--- src/rtl/mel_pkg.sv ---
// rtl/mel_pkg.sv - shared log-mel framing constants, FSM state type and width helper
package mel_pkg;

    localparam int N_BINS_DEF   = 513;
    localparam int N_FRAMES_DEF = 89;
    localparam int D_BW_DEF     = 14;

    typedef enum logic [1:0] {
        ST_IDLE,
        ST_STREAM,
        ST_GAP,
        ST_DONE
    } state_t;

    // Counter width that stays at least one bit for degenerate sizes.
    function automatic int cnt_w(input int n);
        return (n <= 1) ? 1 : $clog2(n);
    endfunction

endpackage

--- src/rtl/spec_frame_tx_if.sv ---
// rtl/spec_frame_tx_if.sv - upstream sample handshake plus tagged spectral output stream
interface spec_frame_tx_if
    import mel_pkg::*;
#(
    parameter int D_BW  = D_BW_DEF,
    parameter int IDX_W = 10,
    parameter int NUM_W = 7
);
    logic signed [D_BW-1:0] s_data;
    logic                   s_valid;
    logic                   s_ready;
    logic signed [D_BW-1:0] data_o;
    logic                   do_en;
    logic [IDX_W-1:0]       group_idx;
    logic [NUM_W-1:0]       group_num;
    logic                   is_first;
    logic                   is_last;

    modport master (
        output s_data, s_valid,
        input  s_ready, data_o, do_en, group_idx, group_num, is_first, is_last
    );

    modport slave (
        input  s_data, s_valid,
        output s_ready, data_o, do_en, group_idx, group_num, is_first, is_last
    );
endinterface

--- src/rtl/spec_frame_tx_frame_counter.sv ---
// rtl/spec_frame_tx_frame_counter.sv - nested bin/frame counter with wrap and last flags
module frame_counter
    import mel_pkg::*;
#(
    parameter int N_BINS   = N_BINS_DEF,
    parameter int N_FRAMES = N_FRAMES_DEF,
    parameter int IDX_W    = cnt_w(N_BINS),
    parameter int NUM_W    = cnt_w(N_FRAMES)
) (
    input  logic             clk,
    input  logic             rst,
    input  logic             clear,
    input  logic             inc,
    output logic [IDX_W-1:0] bin,
    output logic [NUM_W-1:0] frame,
    output logic             last_bin,
    output logic             last_frame,
    output logic             wrap
);
    assign last_bin   = (bin == IDX_W'(N_BINS - 1));
    assign last_frame = (frame == NUM_W'(N_FRAMES - 1));
    assign wrap       = inc && last_bin;

    // The frame count saturates on the final wrap so it never leaves its range.
    always_ff @(posedge clk or negedge rst) begin
        if (!rst) begin
            bin   <= '0;
            frame <= '0;
        end else if (clear) begin
            bin   <= '0;
            frame <= '0;
        end else if (inc) begin
            if (last_bin) begin
                bin <= '0;
                if (!last_frame)
                    frame <= frame + 1'b1;
            end else begin
                bin <= bin + 1'b1;
            end
        end
    end
endmodule

--- src/rtl/spec_frame_tx.sv ---
// rtl/spec_frame_tx.sv - framing transmitter emitting bin/frame tagged samples for the log stage
module spec_frame_tx
    import mel_pkg::*;
#(
    parameter int D_BW     = D_BW_DEF,
    parameter int N_BINS   = N_BINS_DEF,
    parameter int N_FRAMES = N_FRAMES_DEF,
    parameter int GAP      = 2
) (
    input  logic              clk,
    input  logic              rst,
    input  logic              start,
    spec_frame_tx_if.slave    bus,
    output logic              busy,
    output logic              done
);
    localparam int IDX_W = cnt_w(N_BINS);
    localparam int NUM_W = cnt_w(N_FRAMES);
    localparam int GAP_W = cnt_w(GAP);
    localparam logic [GAP_W-1:0] GAP_LOAD = GAP_W'((GAP > 0) ? GAP - 1 : 0);

    state_t           state, state_nxt;
    logic             ready, accept, clear;
    logic [GAP_W-1:0] gap_cnt;
    logic [IDX_W-1:0] bin;
    logic [NUM_W-1:0] frame;
    logic             last_bin, last_frame, wrap;

    frame_counter #(
        .N_BINS   (N_BINS),
        .N_FRAMES (N_FRAMES),
        .IDX_W    (IDX_W),
        .NUM_W    (NUM_W)
    ) u_cnt (
        .clk        (clk),
        .rst        (rst),
        .clear      (clear),
        .inc        (accept),
        .bin        (bin),
        .frame      (frame),
        .last_bin   (last_bin),
        .last_frame (last_frame),
        .wrap       (wrap)
    );

    always_ff @(posedge clk or negedge rst) begin
        if (!rst)
            state <= ST_IDLE;
        else
            state <= state_nxt;
    end

    always_comb begin
        state_nxt = state;
        ready     = 1'b0;
        clear     = 1'b0;
        unique case (state)
            ST_IDLE: begin
                if (start) begin
                    state_nxt = ST_STREAM;
                    clear     = 1'b1;
                end
            end
            ST_STREAM: begin
                ready = 1'b1;
                if (bus.s_valid && last_bin) begin
                    if (last_frame)
                        state_nxt = ST_DONE;
                    else
                        state_nxt = (GAP > 0) ? ST_GAP : ST_STREAM;
                end
            end
            ST_GAP: begin
                if (gap_cnt == '0)
                    state_nxt = ST_STREAM;
            end
            ST_DONE: state_nxt = ST_IDLE;
            default: state_nxt = ST_IDLE;
        endcase
    end

    assign accept      = ready && bus.s_valid;
    assign bus.s_ready = ready;
    assign busy        = (state != ST_IDLE);

    always_ff @(posedge clk or negedge rst) begin
        if (!rst)
            gap_cnt <= '0;
        else if (wrap && !last_frame)
            gap_cnt <= GAP_LOAD;
        else if (state == ST_GAP && gap_cnt != '0)
            gap_cnt <= gap_cnt - 1'b1;
    end

    // Tags come from the counter values before this beat's increment.
    always_ff @(posedge clk or negedge rst) begin
        if (!rst) begin
            bus.data_o    <= '0;
            bus.do_en     <= 1'b0;
            bus.group_idx <= '0;
            bus.group_num <= '0;
            bus.is_first  <= 1'b0;
            bus.is_last   <= 1'b0;
            done          <= 1'b0;
        end else begin
            bus.do_en    <= accept;
            bus.is_first <= accept && (bin == '0);
            bus.is_last  <= accept && last_bin;
            done         <= (state == ST_DONE);
            if (accept) begin
                bus.data_o    <= bus.s_data;
                bus.group_idx <= bin;
                bus.group_num <= frame;
            end
        end
    end
endmodule

--- src/flat_wrapper.sv ---
// flat-port wrapper written by rule: the top's interface ports become plain ports
module spec_frame_tx_flat import mel_pkg::*;
#(
    parameter int D_BW     = D_BW_DEF,
    parameter int N_BINS   = N_BINS_DEF,
    parameter int N_FRAMES = N_FRAMES_DEF,
    parameter int GAP      = 2
)
  (clk, rst, start, busy, done, bus_s_data, bus_s_valid, bus_s_ready, bus_data_o, bus_do_en, bus_group_idx, bus_group_num, bus_is_first, bus_is_last);
  spec_frame_tx_if #(.D_BW(D_BW), .IDX_W(10), .NUM_W(7)) bus_i ();
  input  logic clk;
  input  logic rst;
  input  logic start;
  output logic busy;
  output logic done;
  input wire logic [$bits(bus_i.s_data)-1:0] bus_s_data;
  input wire logic [$bits(bus_i.s_valid)-1:0] bus_s_valid;
  output wire logic [$bits(bus_i.s_ready)-1:0] bus_s_ready;
  output wire logic [$bits(bus_i.data_o)-1:0] bus_data_o;
  output wire logic [$bits(bus_i.do_en)-1:0] bus_do_en;
  output wire logic [$bits(bus_i.group_idx)-1:0] bus_group_idx;
  output wire logic [$bits(bus_i.group_num)-1:0] bus_group_num;
  output wire logic [$bits(bus_i.is_first)-1:0] bus_is_first;
  output wire logic [$bits(bus_i.is_last)-1:0] bus_is_last;
  assign bus_i.s_data = bus_s_data;
  assign bus_i.s_valid = bus_s_valid;
  assign bus_s_ready = bus_i.s_ready;
  assign bus_data_o = bus_i.data_o;
  assign bus_do_en = bus_i.do_en;
  assign bus_group_idx = bus_i.group_idx;
  assign bus_group_num = bus_i.group_num;
  assign bus_is_first = bus_i.is_first;
  assign bus_is_last = bus_i.is_last;
  spec_frame_tx #(.D_BW(D_BW), .N_BINS(N_BINS), .N_FRAMES(N_FRAMES), .GAP(GAP)) u_core (.clk(clk), .rst(rst), .start(start), .bus(bus_i), .busy(busy), .done(done));
endmodule
--- config.mk ---
export PLATFORM = sky130hd
export DESIGN_NAME = spec_frame_tx_flat
export DESIGN_NICKNAME = d
export VERILOG_FILES = /design/src/rtl/mel_pkg.sv /design/src/rtl/spec_frame_tx_if.sv /design/src/rtl/spec_frame_tx_frame_counter.sv /design/src/rtl/spec_frame_tx.sv /design/src/flat_wrapper.sv
export SDC_FILE = /design/constraint.sdc
export NUM_CORES = 1
export LEC_CHECK = 0
export BUFFER_PORTS_ARGS = -buffer_cell sky130_fd_sc_hd__buf_2
export CORE_MARGIN = 2
export CORE_UTILIZATION = 56
export CTS_BUF_LIST = sky130_fd_sc_hd__clkbuf_2 sky130_fd_sc_hd__clkbuf_4 sky130_fd_sc_hd__clkbuf_8
export CTS_CLUSTER_SIZE = 30
export DETAILED_ROUTE_END_ITERATION = 8
export GPL_TIMING_DRIVEN = 1
export PLACE_DENSITY = 0.8
export SLEW_MARGIN = 20
export SYNTH_ARGS = -nofsm -noshare
export SYNTH_HDL_FRONTEND = slang
export SYNTH_HIERARCHICAL = 1
export SYNTH_SLANG_ARGS = --single-unit
--- constraint.sdc ---
create_clock -name clk -period 3 [get_ports clk]
set_clock_uncertainty 0.05 [all_clocks]
set_input_delay 0.15 -clock clk [delete_from_list [all_inputs] [get_ports clk]]
set_output_delay 0.15 -clock clk [all_outputs]
set_load 0.01 [all_outputs]
==> results.md <==
- Final nets: 284
- Dpl hpwl: 3200 um
- Fin. Hold Viols: 0
- Setup TNS: 0 ps
- Boundary Pins: 55
- Initial Util: 0.581
- Post-Place Cells: 306
- Total Die Area: 0.00507 sq mm
- Mapped Area: 0.00253 sq mm
- Synth Register Bits: 55
- Share of cells above drive strength 1: 0.376
- Die X: 71.2 um
- DRT iter0 DRCs: 115
- Clock share of power: 0.244
- Wire length per cell: 14.4 um
- Initial antenna violation count: 0
- RSZ-0062 raised after global routing: false
- Tot Pwr: 1.67 mW
- Drt drc: 0
- Fin crit share: 0.761
- TritonCTS sink count: 55
- ANT nets after route: 0
- Worst EP required: 3190 ps
- Syn nets: 225
- Most frequent cells in the layout: dfrtp_1, buf_2, mux2_4, inv_1, nor2_1
- Syn_area_per_cell: 12.5 sq um
- Worst slew pin tran: 858 ps
- Worst relative slew slack: 0.428
- H-Tree Depth: 2
- Combinational share of power: 0.214
- Number of global-route vias before repair: 1599
- 1st-pass router iterations: 4
- IR drop worst, VDD: 319 uV
- Row Count: 24
- CP arrival: 2470 ps
- Top FF cell, synth: dfrtp_1
- Most common cell after layout, fill and taps aside: dfrtp_1
- Seq pwr share: 0.542
- First-pass GRT wire length: 7610 um
- Crit start category: flip-flop
- Warnings, synthesis: 6
- PwrDens: 569 mW/mm^2
- Max Root-Sink Buffers: 2
- RD Place Congestion: 0.888
- I/O Buffers: 54
- Core Util, Final: 0.675
- Switch share: 0.292
- Hold Path Depth: 2
- Max-slew violations: 0
- Crit Path Class: reg2reg
- Worst flop-to-flop path startpoint: u_core/state[1]
- Root buf cell: clkbuf_8
- Die Ht: 71.2 um
- Total grt overflow: 0
- Status: finished, final reports clean
- CTS tree: built
- Post_cts resized: 0
- LEAKAGE: 1.53 nW
- Via count: 1737
- Cells after Synth: 203
- Pint: 1.18 mW
- Hold Crit Class: in2reg
- Max-cap viol count: 0
- Worst Min Path Start: bus_s_data[0]
- Final instance area: 0.00294 sq mm
- Total track usage: 0.191
- Post-synth ARST share: 1.00
- Core Area: 0.00435 sq mm
- Synth cell types: 36
- Fin cells: 315
- Via density: 5.51
- Reg2reg setup slack: 720 ps
- RR Endpoint: u_core/u_cnt/frame[6]
- Final wirelength: 4550 um
- Post-DP Area: 0.00283 sq mm
- Antenna diodes: 0
- Pin count of the biggest net entering global routing: 42
- Worst-path clk slew: 100 ps
- Hold Path End: u_core/bus.data_o[0]
- P_sw: 0.488 mW
- Fmax achieved: 438 MHz
- Register area share after synthesis: 0.544
- Clock Latency Late Sink: 310 ps
- Post-synth EDFFs: 0
- Setup violations, final: 0
- Worst r2r path cells: 7
- Max FO, Critical Path: 10
- Area grow syn2layout: 16.1%
- TritonCTS buffer count: 5
- Final min period: 2280 ps
- Worst Setup End Kind: flip-flop
worst max-delay path, stage by stage, from the launching register on:
cell	delay, ps
dfrtp_1	460
nor2b_4	180
nand2_4	60
inv_1	210
nand2_1	70
or4_1	520
or4_1	510
a21oi_1	150
cells in the mapped netlist, drive strengths merged, types with 2 or more instances:
cell type   n  area [sq um]
dfrtp      55          1380
mux2       31           454
inv        15          56.3
nor2       13          48.8
nand2      11          48.8
a21oi       9          45.0
nand3       9          45.0
or4         7          52.6
xnor2       7          61.3
buf         6          55.1
o21ai       6          30.0
ha          4          50.1
nor3        4          20.0
nor4        3          18.8
o31ai       3          22.5
and2        2          12.5
nor2b       2          20.0
o211ai      2          15.0
or2         2          12.5
or3         2          12.5
per-layer routing:
metal | wire [um] | GRT usage
met5 | 0 | 0
met4 | 66 | 0.0692
met3 | 320 | 0.0450
met2 | 2080 | 0.293
met1 | 2080 | 0.269
worst max-delay path by stage:
stage                     depth (start not counted)                     to             from
after detailed placement                          7  u_core/u_cnt/frame[6]  u_core/state[1]
after floorplan                                  10  u_core/u_cnt/frame[6]  u_core/state[1]
after CTS                                         7  u_core/u_cnt/frame[6]  u_core/state[1]
after global routing                              7  u_core/u_cnt/frame[5]  u_core/state[1]
after global placement                            7  u_core/u_cnt/frame[6]  u_core/state[1]
final                                             7  u_core/u_cnt/frame[6]  u_core/state[1]
cell type report:
type | count | area [sq um]
Tap cell | 52 | 65.1
Multi-Input combinational cell | 126 | 1040
Timing Repair Buffer | 58 | 303
Fill cell | 331 | 1420
Sequential cell | 55 | 1380
Clock inverter | 3 | 25.0
Clock buffer | 5 | 68.8
Inverter | 16 | 60.1
metrics by stage:
stage | hold WS [ps] | setup WS (ps)
2_1_floorplan | -196 | 663
3_5_place_dp | 264 | 729
6_report | 18.4 | 716
3_3_place_gp | 256 | 815
4_1_cts | 11.1 | 712
5_1_grt | 5.03 | 538
logic make-up (layout without fill, tap and decap cells):
group,count (synthesis),count (layout),share of synthesized area
buffers and inverters,22,82,0.0455
DFF,55,55,0.544
and+or+nand+nor,59,59,0.127
AOI/OAI and AO/OA,23,23,0.0529
adders and majority gates,4,4,0.0198
xor gates and xnor gates,8,8,0.0277
muxes,32,32,0.183
registers in the layout, indices dropped and copies added (netlist names):
name / flops
u_core/bus.group_idx: 10
u_core/bus.do_en: 1
u_core/u_cnt/bin: 10
u_core/bus.data_o: 14
u_core/bus.is_first: 1
u_core/done: 1
u_core/bus.group_num: 7
u_core/u_cnt/frame: 7
u_core/gap_cnt: 1
u_core/bus.is_last: 1
u_core/state: 2
power groups by stage:
stage                     Clock, mW  Combinational (mW)  Sequential [mW]
after floorplan                   0               0.214            0.933
after global placement            0               0.353            0.913
after detailed placement          0               0.359            0.922
after CTS                     0.420               0.364            0.908
after global routing          0.449               0.398            0.921
final                         0.408               0.357            0.906
timing repair:
action,CTS,global route
hold endpoints to repair,40,0
setup buffers,0,0
hold buffers,1,0
(Power assumes the default switching activity.)
